**src/rtl/dequant_zigzag_writer.sv**
```systemverilog
// Dequantizes zig-zag ordered DCT coefficients and writes them in raster order to the pre-IDCT SRAM region.
// Optional DEQUANT_SAT_EN: saturate the shifted result to 16 bits instead of wrapping.
module dequant_zigzag_writer (
  input  logic        Clock,
  input  logic        Resetn,
  input  logic        Enable,
  input  logic        quant_sel,
  input  logic        coeff_valid,
  output logic        coeff_ready,
  input  logic [15:0] coeff_data,
  input  logic        coeff_eob,
  output logic [17:0] SRAM_address,
  output logic [15:0] SRAM_write_data,
  output logic        SRAM_we_n,
  output logic        block_done,
  output logic        done
);

  typedef enum logic [1:0] {S_IDLE, S_RUN, S_ZFILL, S_DONE} state_t;

  localparam logic [17:0] Y_BASE = 18'd76800;
  localparam logic [17:0] U_BASE = 18'd153600;
  localparam logic [17:0] V_BASE = 18'd192000;

  localparam logic [5:0] ZIGZAG [64] = '{
     0,  1,  8, 16,  9,  2,  3, 10, 17, 24, 32, 25, 18, 11,  4,  5,
    12, 19, 26, 33, 40, 48, 41, 34, 27, 20, 13,  6,  7, 14, 21, 28,
    35, 42, 49, 56, 57, 50, 43, 36, 29, 22, 15, 23, 30, 37, 44, 51,
    58, 59, 52, 45, 38, 31, 39, 46, 53, 60, 61, 54, 47, 55, 62, 63};

  function automatic logic [2:0] q0_shift(input logic [3:0] s);
    if (s == 4'd0)      return 3'd3;
    else if (s == 4'd1) return 3'd2;
    else if (s == 4'd2) return 3'd3;
    else if (s == 4'd3) return 3'd4;
    else if (s <= 4'd5) return 3'd5;
    else                return 3'd6;
  endfunction

  function automatic logic [2:0] q1_shift(input logic [3:0] s);
    if (s == 4'd0)      return 3'd3;
    else if (s <= 4'd3) return 3'd1;
    else if (s == 4'd4) return 3'd2;
    else if (s == 4'd5) return 3'd3;
    else if (s == 4'd6) return 3'd4;
    else                return 3'd5;
  endfunction

  state_t      state;
  logic [5:0]  k;
  logic [11:0] b;
  logic        q_sel;
  logic        is_y;
  logic [5:0]  bcol;
  logic [17:0] blk_base;
  logic [17:0] row_base;

  logic        issue, last;
  logic [5:0]  raster;
  logic [2:0]  row, col;
  logic [3:0]  diag;
  logic [2:0]  shamt;
  logic [15:0] src;
  logic [23:0] wide;
  logic [15:0] wr_data;
  logic [17:0] row18, row_off, wr_addr;

  assign coeff_ready = (state == S_RUN);
  assign issue       = (state == S_RUN && coeff_valid) || (state == S_ZFILL);
  assign last        = issue && (k == 6'd63);

  always_comb begin
    raster  = ZIGZAG[k];
    row     = raster[5:3];
    col     = raster[2:0];
    diag    = {1'b0, row} + {1'b0, col};
    shamt   = q_sel ? q1_shift(diag) : q0_shift(diag);
    src     = (state == S_RUN) ? coeff_data : 16'd0;
    wide    = {{8{src[15]}}, src} << shamt;
`ifdef DEQUANT_SAT_EN
    if ($signed(wide) > 24'sd32767)       wr_data = 16'h7FFF;
    else if ($signed(wide) < -24'sd32768) wr_data = 16'h8000;
    else                                  wr_data = wide[15:0];
`else
    wr_data = wide[15:0];
`endif
    // Row stride is 320 (Y) or 160 (U/V); built from shifts so no multiplier is needed.
    row18   = {15'd0, row};
    row_off = is_y ? (row18 << 8) + (row18 << 6) : (row18 << 7) + (row18 << 5);
    wr_addr = blk_base + row_off + {15'd0, col};
  end

  // NOTE: every register here uses non-blocking assignment so all updates see pre-edge values.
  always_ff @(posedge Clock or negedge Resetn) begin
    if (!Resetn) begin
      state           <= S_IDLE;
      k               <= '0;
      b               <= '0;
      q_sel           <= 1'b0;
      is_y            <= 1'b1;
      bcol            <= '0;
      blk_base        <= Y_BASE;
      row_base        <= Y_BASE;
      SRAM_address    <= '0;
      SRAM_write_data <= '0;
      SRAM_we_n       <= 1'b1;
      block_done      <= 1'b0;
      done            <= 1'b0;
    end else begin
      SRAM_we_n  <= !issue;
      block_done <= last;
      if (issue) begin
        SRAM_address    <= wr_addr;
        SRAM_write_data <= wr_data;
      end
      if (last) begin
        k     <= '0;
        b     <= b + 12'd1;
        state <= (b == 12'd2399) ? S_DONE : S_RUN;
        // Advance to the next block: region switch, next block row, or next block column.
        if (b == 12'd1199) begin
          blk_base <= U_BASE;
          row_base <= U_BASE;
          bcol     <= '0;
          is_y     <= 1'b0;
        end else if (b == 12'd1799) begin
          blk_base <= V_BASE;
          row_base <= V_BASE;
          bcol     <= '0;
        end else if (bcol == (is_y ? 6'd39 : 6'd19)) begin
          blk_base <= row_base + (is_y ? 18'd2560 : 18'd1280);
          row_base <= row_base + (is_y ? 18'd2560 : 18'd1280);
          bcol     <= '0;
        end else begin
          blk_base <= blk_base + 18'd8;
          bcol     <= bcol + 6'd1;
        end
      end else begin
        case (state)
          S_IDLE: begin
            done <= 1'b0;
            if (Enable) begin
              state    <= S_RUN;
              k        <= '0;
              b        <= '0;
              q_sel    <= quant_sel;
              is_y     <= 1'b1;
              bcol     <= '0;
              blk_base <= Y_BASE;
              row_base <= Y_BASE;
            end
          end
          S_RUN: begin
            if (coeff_valid) begin
              k <= k + 6'd1;
              if (coeff_eob) state <= S_ZFILL;
            end
          end
          S_ZFILL: k <= k + 6'd1;
          S_DONE: begin
            // done rises one cycle after the final write and holds until Enable is low.
            done <= 1'b1;
            if (done && !Enable) begin
              state <= S_IDLE;
              done  <= 1'b0;
            end
          end
          default: state <= S_IDLE;
        endcase
      end
    end
  end

endmodule

```
**config.mk**
```make
export PLATFORM = sky130hd
export DESIGN_NAME = dequant_zigzag_writer
export DESIGN_NICKNAME = d
export VERILOG_FILES = /design/src/rtl/dequant_zigzag_writer.sv
export SDC_FILE = /design/constraint.sdc
export NUM_CORES = 1
export LEC_CHECK = 0
export CAP_MARGIN = 5
export CORE_MARGIN = 2
export CORE_UTILIZATION = 30
export CTS_CLUSTER_SIZE = 8
export DETAILED_ROUTE_END_ITERATION = 8
export GPL_TIMING_DRIVEN = 1
export PLACE_DENSITY = 0.47
export SETUP_SLACK_MARGIN = 0.1
export SLEW_MARGIN = 20
export SYNTH_ARGS = -nofsm -noshare
export SYNTH_HDL_FRONTEND = slang
export SYNTH_SLANG_ARGS = --single-unit
```
**constraint.sdc**
```tcl
create_clock -name Clock -period 13.1 [get_ports Clock]
set_input_delay 2.62 -clock Clock [delete_from_list [all_inputs] [get_ports Clock]]
set_output_delay 2.62 -clock Clock [all_outputs]
set_load 0.02 [all_outputs]
```
* After elaboration in Yosys (flattened, before gate mapping)
Memories as Yosys holds them, arrays and structs flattened. Index checks and enable logic that the tools add are counted.
Operators by class: divide/modulo/power cells 0, magnitude comparators 3, shift operators 1, multiplexer cells 52, add/subtract/negate cells 10, $mul 0, reductions and logical operators 20, bitwise operators 2, equality and inequality tests 20
Operators with widths (count):
- 18-bit 2-to-1 mux | 10
- 6-bit 2-to-1 mux | 11
- 12-bit 2-to-1 mux | 5
- 18-bit by 12-bit adder with 18-bit output | 2
- 12-bit by 11-bit equality test with 1-bit output, second input constant | 2
- 3-bit 2-to-1 mux | 8
- 24-bit by 3-bit left shift with 16-bit output | 1
- 18-bit by 3-bit adder with 18-bit output | 1
- 18-bit by 4-bit adder with 18-bit output, second input constant | 1
- 6-bit case mux with 3 select lines | 1
- 16-bit 2-to-1 mux | 1
- 2-bit 2-to-1 mux | 8
- 11-bit by 9-bit adder with 12-bit output | 1
- 12-bit by 1-bit adder with 12-bit output, second input constant | 1
- 6-bit by 1-bit adder with 6-bit output, second input constant | 2
- 12-bit equality test, second input constant | 1
- 4-bit by 3-bit equality test with 1-bit output, second input constant | 3
- 3-bit AND reduction | 4
- 10-bit by 8-bit adder with 11-bit output | 1
- 4-bit by 2-bit equality test with 1-bit output, second input constant | 2
- 4-bit nonzero test | 2
- 7-bit >= comparator, second input constant | 1
- 6-bit NOT with 7-bit output | 1
- 6-bit equality test | 1
- other kinds (24) | 37
Storage, ports and cells: bits in latches 0, memory bits (writable) 0, register bits 101, output and inout port bits 38, memories 1, memory bits (read-only) 384, bits of input ports 22
Memory list:
- (no name shown) | depth 64, bits a word 6, rd ports 1, clocked after memory_dff 0, write ports 0, RTL line 73 | raster = ZIGZAG[k];

* Logic depth before layout (Yosys ltp)
depth in word-level cells 13, gate-level depth with buffers 20, depth with buffers taken out 18

* Least setup slack after synthesis
Ideal clock, no wire load.
kind reg2reg, from register k[0], to register SRAM_address[15], data required time 12967 ps, cell stages (with the launch flop) 17, path buffers 1, setup slack 8493 ps, arrival 4474 ps, clock period less this slack 4607 ps, cell sequence dfrtp_1 > clkbuf_1 > inv_1 > ha_1 > inv_1 > mux4_2 > mux4_2 > ha_1 > ha_1 > mux2_2 > ha_1 > a21o_1 > a21o_1 > o41ai_1 > nor2_1 > xnor2_1 > o21ai_0
On the way: cells in the longest elaborated chain, start to end 8, elaborated cells between the ends (all ways) 9, classes of those cells add/sub (4); mux (3); bitwise (1); memory (1)
RTL lines:
- start, declared | RTL line 50 | logic [5:0] k;
- start signal, assigned | RTL line 155 | k <= k + 6'd1;
- start signal, assigned | RTL line 159 | S_ZFILL: k <= k + 6'd1;
- 6-bit NOT with 7-bit output (not written as such) * | RTL line 73
- memory 64 x 6 bit *
- 6-bit 2-to-1 mux (not written as such) * (2 in a row) | RTL line 73
- 11-bit by 9-bit adder with 12-bit output or 10-bit by 8-bit adder with 11-bit output (tied branches) | RTL line 89 | row_off = is_y ? (row18 << 8) + (row18 << 6) : (row18 << 7) + (row18 << 5);
- 12-bit 2-to-1 mux | RTL line 89
- 18-bit by 12-bit adder with 18-bit output | RTL line 90 | wr_addr = blk_base + row_off + {15'd0, col};
- 18-bit by 3-bit adder with 18-bit output * | RTL line 90
- end signal, assigned | RTL line 113 | SRAM_address <= wr_addr;
- end, declared | RTL line 12 | output logic [17:0] SRAM_address,
Every way passes the cells marked *; elsewhere a longest branch is shown, timed or not. The select of a mux whose other input is x is not followed. A chain may end at the register's enable or synchronous reset.

* Final worst setup path
from input coeff_valid, to register row_base[10]
On the way: cells in the longest elaborated chain, start to end 5, elaborated cells between the ends (all ways) 8, classes of those cells eq/ne (1); mux (1); reduce/logical (6)
RTL lines:
- start, declared | RTL line 8 | input logic coeff_valid,
- 1-bit logical AND * | RTL line 69 | assign issue = (state == S_RUN && coeff_valid) || (state == S_ZFILL);
- 1-bit logical OR * | RTL line 69
- 1-bit logical AND * | RTL line 70 | assign last = issue && (k == 6'd63);
- 4-bit by 1-bit != test with 1-bit output (no line) or 2-bit nonzero test (tied branches)
- 3-bit AND reduction (no line)
- end signal, assigned | RTL line 132 | row_base <= row_base + (is_y ? 18'd2560 : 18'd1280);
- end, declared | RTL line 56 | logic [17:0] row_base;
Every way passes the cells marked *; elsewhere a longest branch is shown, timed or not.

==> summary.md <==
| Metric | Value |
|---|---|
| Initial antenna violation count | `0` |
| Dpl cells | `1,096` |
| Die Ht | `approximately 150 um` |
| CTS root buf | `clkbuf_16` |
| Register Area | `2290 sq um` |
| Dpl ws | `6916 ps` |
| Hold_buf cts | `0` |
| DR vias/cell | `5.221` |
| Area of the multi-input gates | `4134 sq um` |
| Leakage | `3.319 nW` |
| Maxcap violations | `0` |
| Main flop type after synthesis | `dfrtp_1` |
| Post-synth ARST share | `100.0%` |
| Average cell area after synthesis | `approximately 8.4 sq um` |
| Combinational Power Share | `49.8%` |
| Critical path data arrival time | `6050 ps` |
| Clock power frac | `21.0%` |
| Maximum clock frequency | `173.3 MHz` |
| Grt total ovfl | `0` |
| Internal cell power | `0.7538 mW` |
| CTS Buf Count | `9` |
| Tightest hold margin | `478.3 ps` |
| Status | `completed` |
| Seq cells post-synth | `91` |
| Worst Tran Pin Value | `931.4 ps` |
| Simple-Gate Fraction of Synth Area | `between 20% and 30%` |
| Sw Ratio | `42.09%` |
| Final Cell Area | `approximately 7800 sq um` |
| Starting Density | `30.50%` |
| Syn nets | `854` |
| Nature of the critical path endpoint | `flop` |
| # setup viols final | `0` |
| Largest family of logic cells by synthesized area | `compound AO/OA/AOI/OAI gates` |
| Post-synthesis compound-gate area fraction | `21.47%` |
| VDD IR max | `0.08611 mV` |
| Worst Path Max Fanout | `53` |
| Origin of the critical flop-to-flop path | `k[0]$_DFFE_PN0P_` |
| Most frequent cells in the layout | `122 x nand2_1, 87 x o21ai_0, 81 x dfrtp_1, 57 x clkdlybuf4s50_1, 56 x nor2_1` |
| Crit path from | `coeff_valid` |
| Clock Skew | `9.169 ps` |
| Post-route setup TNS | `0 ps` |
| Die area | `23,400 sq um` |
| Startpoint Class | `primary input` |
| CTS tree | `yes` |
| Power, Total | `~1.3 mW` |
| Worst EP required | `13,380 ps` |
| Distinct cells, synth | `65` |
| Switch Pwr | `between 0.5 and 0.6 mW` |
| Post-Synthesis Cell Area | `6656 sq um` |
| CTS H-tree lvls | `3` |
| Post-Synth XOR/XNOR Area | `between 4 and 5%` |
| Std-Cell Rows | `54` |
| 1st-iter DRT viols | `408` |
| R2R setup slack | `7430 ps` |
| Drt first pass iters | `5` |
| Hold crit path type | `flop to flop` |
| Slew headroom | `37.49%` |
| Reg2Reg Depth | `17` |
| Placer Congestion | `0.7829` |
| N_diodes | `0` |
| Layout Utilization | `35.63%` |
| Hold Startpoint | `SRAM_address[7]$_DFFE_PN0N_` |
| Share of cells above drive strength 1 | `7.091%` |
| Seq pwr share | `29.2%` |
| Vias in the first global route | `5,649` |
| Vias | `between 5,000 and 6,000` |
| Mux share of post-synthesis cell area | `5.959%` |
| Core footprint | `21,820 sq um` |
| Period utilisation layout | `44.05%` |
| Largest net degree at the start of global routing | `71` |
| Layout filler cell count | `2,273` |
| Final worst-path setup slack | `7329 ps` |
| CTS sink cnt | `91` |
| RSZ-0062 raised after global routing | `false` |
| Post-Synth Adder-Cell Area | `around 8.6%` |
| Final ANT Viol Nets | `0` |
| Setup CP Type | `primary input to flop` |
| PwrDens | `167.4 nW/um^2` |
| Post-DP HPWL | `~13,000 um` |
| Total length of routed wires | `17,790 um` |
| Area growth, synth to finish | `16.82%` |
| GRT Resource Usage Total | `15.74%` |
| NumNets Final | `just under 900` |
| Clk buf depth | `2` |
| Wire length per cell | `16.00 um` |
| CTS clk-pin slew, worst paths | `70 ps` |
| Fin. Hold Viols | `0` |
| Shortest period the worst path allows | `5771 ps` |
| Wire length of the first global-routing pass | `30,110 um` |
| Remaining DRCs | `0` |
| Cell count after synthesis | `between 700 and 800` |
| Die Span X | `153.0 um` |
| Ports | `60` |
| Port buffer count | `58` |
| Post-CTS Repair Setup Buffers | `0` |
| Most common cell after layout, fill and taps aside | `nand2_1` |
| Worst setup path end | `row_base[10]$_DFFE_PN1P_` |
| Post-placement cell area | `about 7500 sq um` |
| Synth Warn # | `0` |
| EDFF count, synth | `0` |
| Final Max Slew Viols | `0` |
| Non-Filler Instances | `1,112` |
| Sequential area share after synthesis | `34.40%` |
| CTS resizes | `0` |
| Clock Latency Late Sink | `around 360 ps` |
| Worst r2r dst | `SRAM_write_data[5]$_DFFE_PN0N_` |
area by class of cell:
| cell class | count | share of cell area [%] |
|---|---|---|
| repair buffers | 64 | 8.013 |
| multi-input cells | 640 | 53.16 |
| flip-flops and latches | 91 | 29.44 |
| well taps | 280 | 4.505 |
| clock buffers | 9 | 2.896 |
| inverters | 21 | 1.014 |
| clock inverters | 7 | 0.9654 |
power by group through the flow:
stage                     Sequential (mW)  Clock (mW)  Combinational, mW
after floorplan                     0.411           0              0.434
after global placement              0.387           0              0.659
after detailed placement            0.387           0              0.653
after CTS                           0.382       0.285              0.657
after global routing                0.391       0.294              0.719
final                               0.380       0.273              0.648
synth_stat cells (14+ instances only):
cell      instances  area share, %
a21o_1           17            1.9
a21oi_1          36            2.7
clkbuf_1         22            1.2
dfrtp_1          81             30
ha_1             41            7.7
inv_1            19            1.1
mux2i_1          25            3.8
nand2_1         122            6.9
nand3_1          33            2.5
nor2_1           56            3.2
nor3_1           16            1.2
o21ai_0          87            6.5
xnor2_1          19            2.5
xor2_1           14            1.8
worst min-delay path by stage:
stage	endpoint	slack, ps	cells after the start
after floorplan	row_base[8]$_DFFE_PN0P_	440	2
after global placement	SRAM_address[5]$_DFFE_PN0N_	470	2
after detailed placement	SRAM_address[12]$_DFFE_PN0N_	470	2
after CTS	SRAM_address[12]$_DFFE_PN0N_	490	2
after global routing	SRAM_write_data[0]$_DFFE_PN0N_	500	1
final	SRAM_address[7]$_DFFE_PN0N_	480	2
state kept, by name (all words and copies together) (netlist names):
signal / count
SRAM_we_n: 1
state: 2
blk_base: 16
row_base: 10
block_done: 1
bcol: 6
b: 12
done: 1
SRAM_write_data: 16
q_sel: 1
is_y: 1
SRAM_address: 18
k: 6
cells by family (layout without fill, tap and decap cells):
logic type                 Yosys count  in the layout
AOI/OAI and AO/OA                  226            226
buffers and inverters               57            101
DFF                                 91             91
xor gates and xnor gates            34             34
and+or+nand+nor                    301            301
muxes                               35             35
adders and majority gates           44             44
per-layer routing:
layer | share of wire [%] | wire length, um | vias to the layer above | global-route usage (%)
li1 | - | - | 2917 | -
met3 | 4.0 | 716 | 16 | 2.722
met4 | 1.4 | 242 | 0 | 4.145
met2 | 44 | 7836 | 125 | 24.36
met1 | 51 | 9000 | 2748 | 22.73
met5 | 0 | 0 | - | 0
worst max-delay path, cell delays in order:
cell and delay [ps]:
clkdlybuf4s50_1 630, a21oi_4 80, buf_4 280, or3_1 620
buf_4 290, inv_1 610, a21oi_1 80, buf_4 260
nor2_2 320, nor2_1 70, a31oi_1 150
No activity file was read; power rests on OpenSTA's default activity.
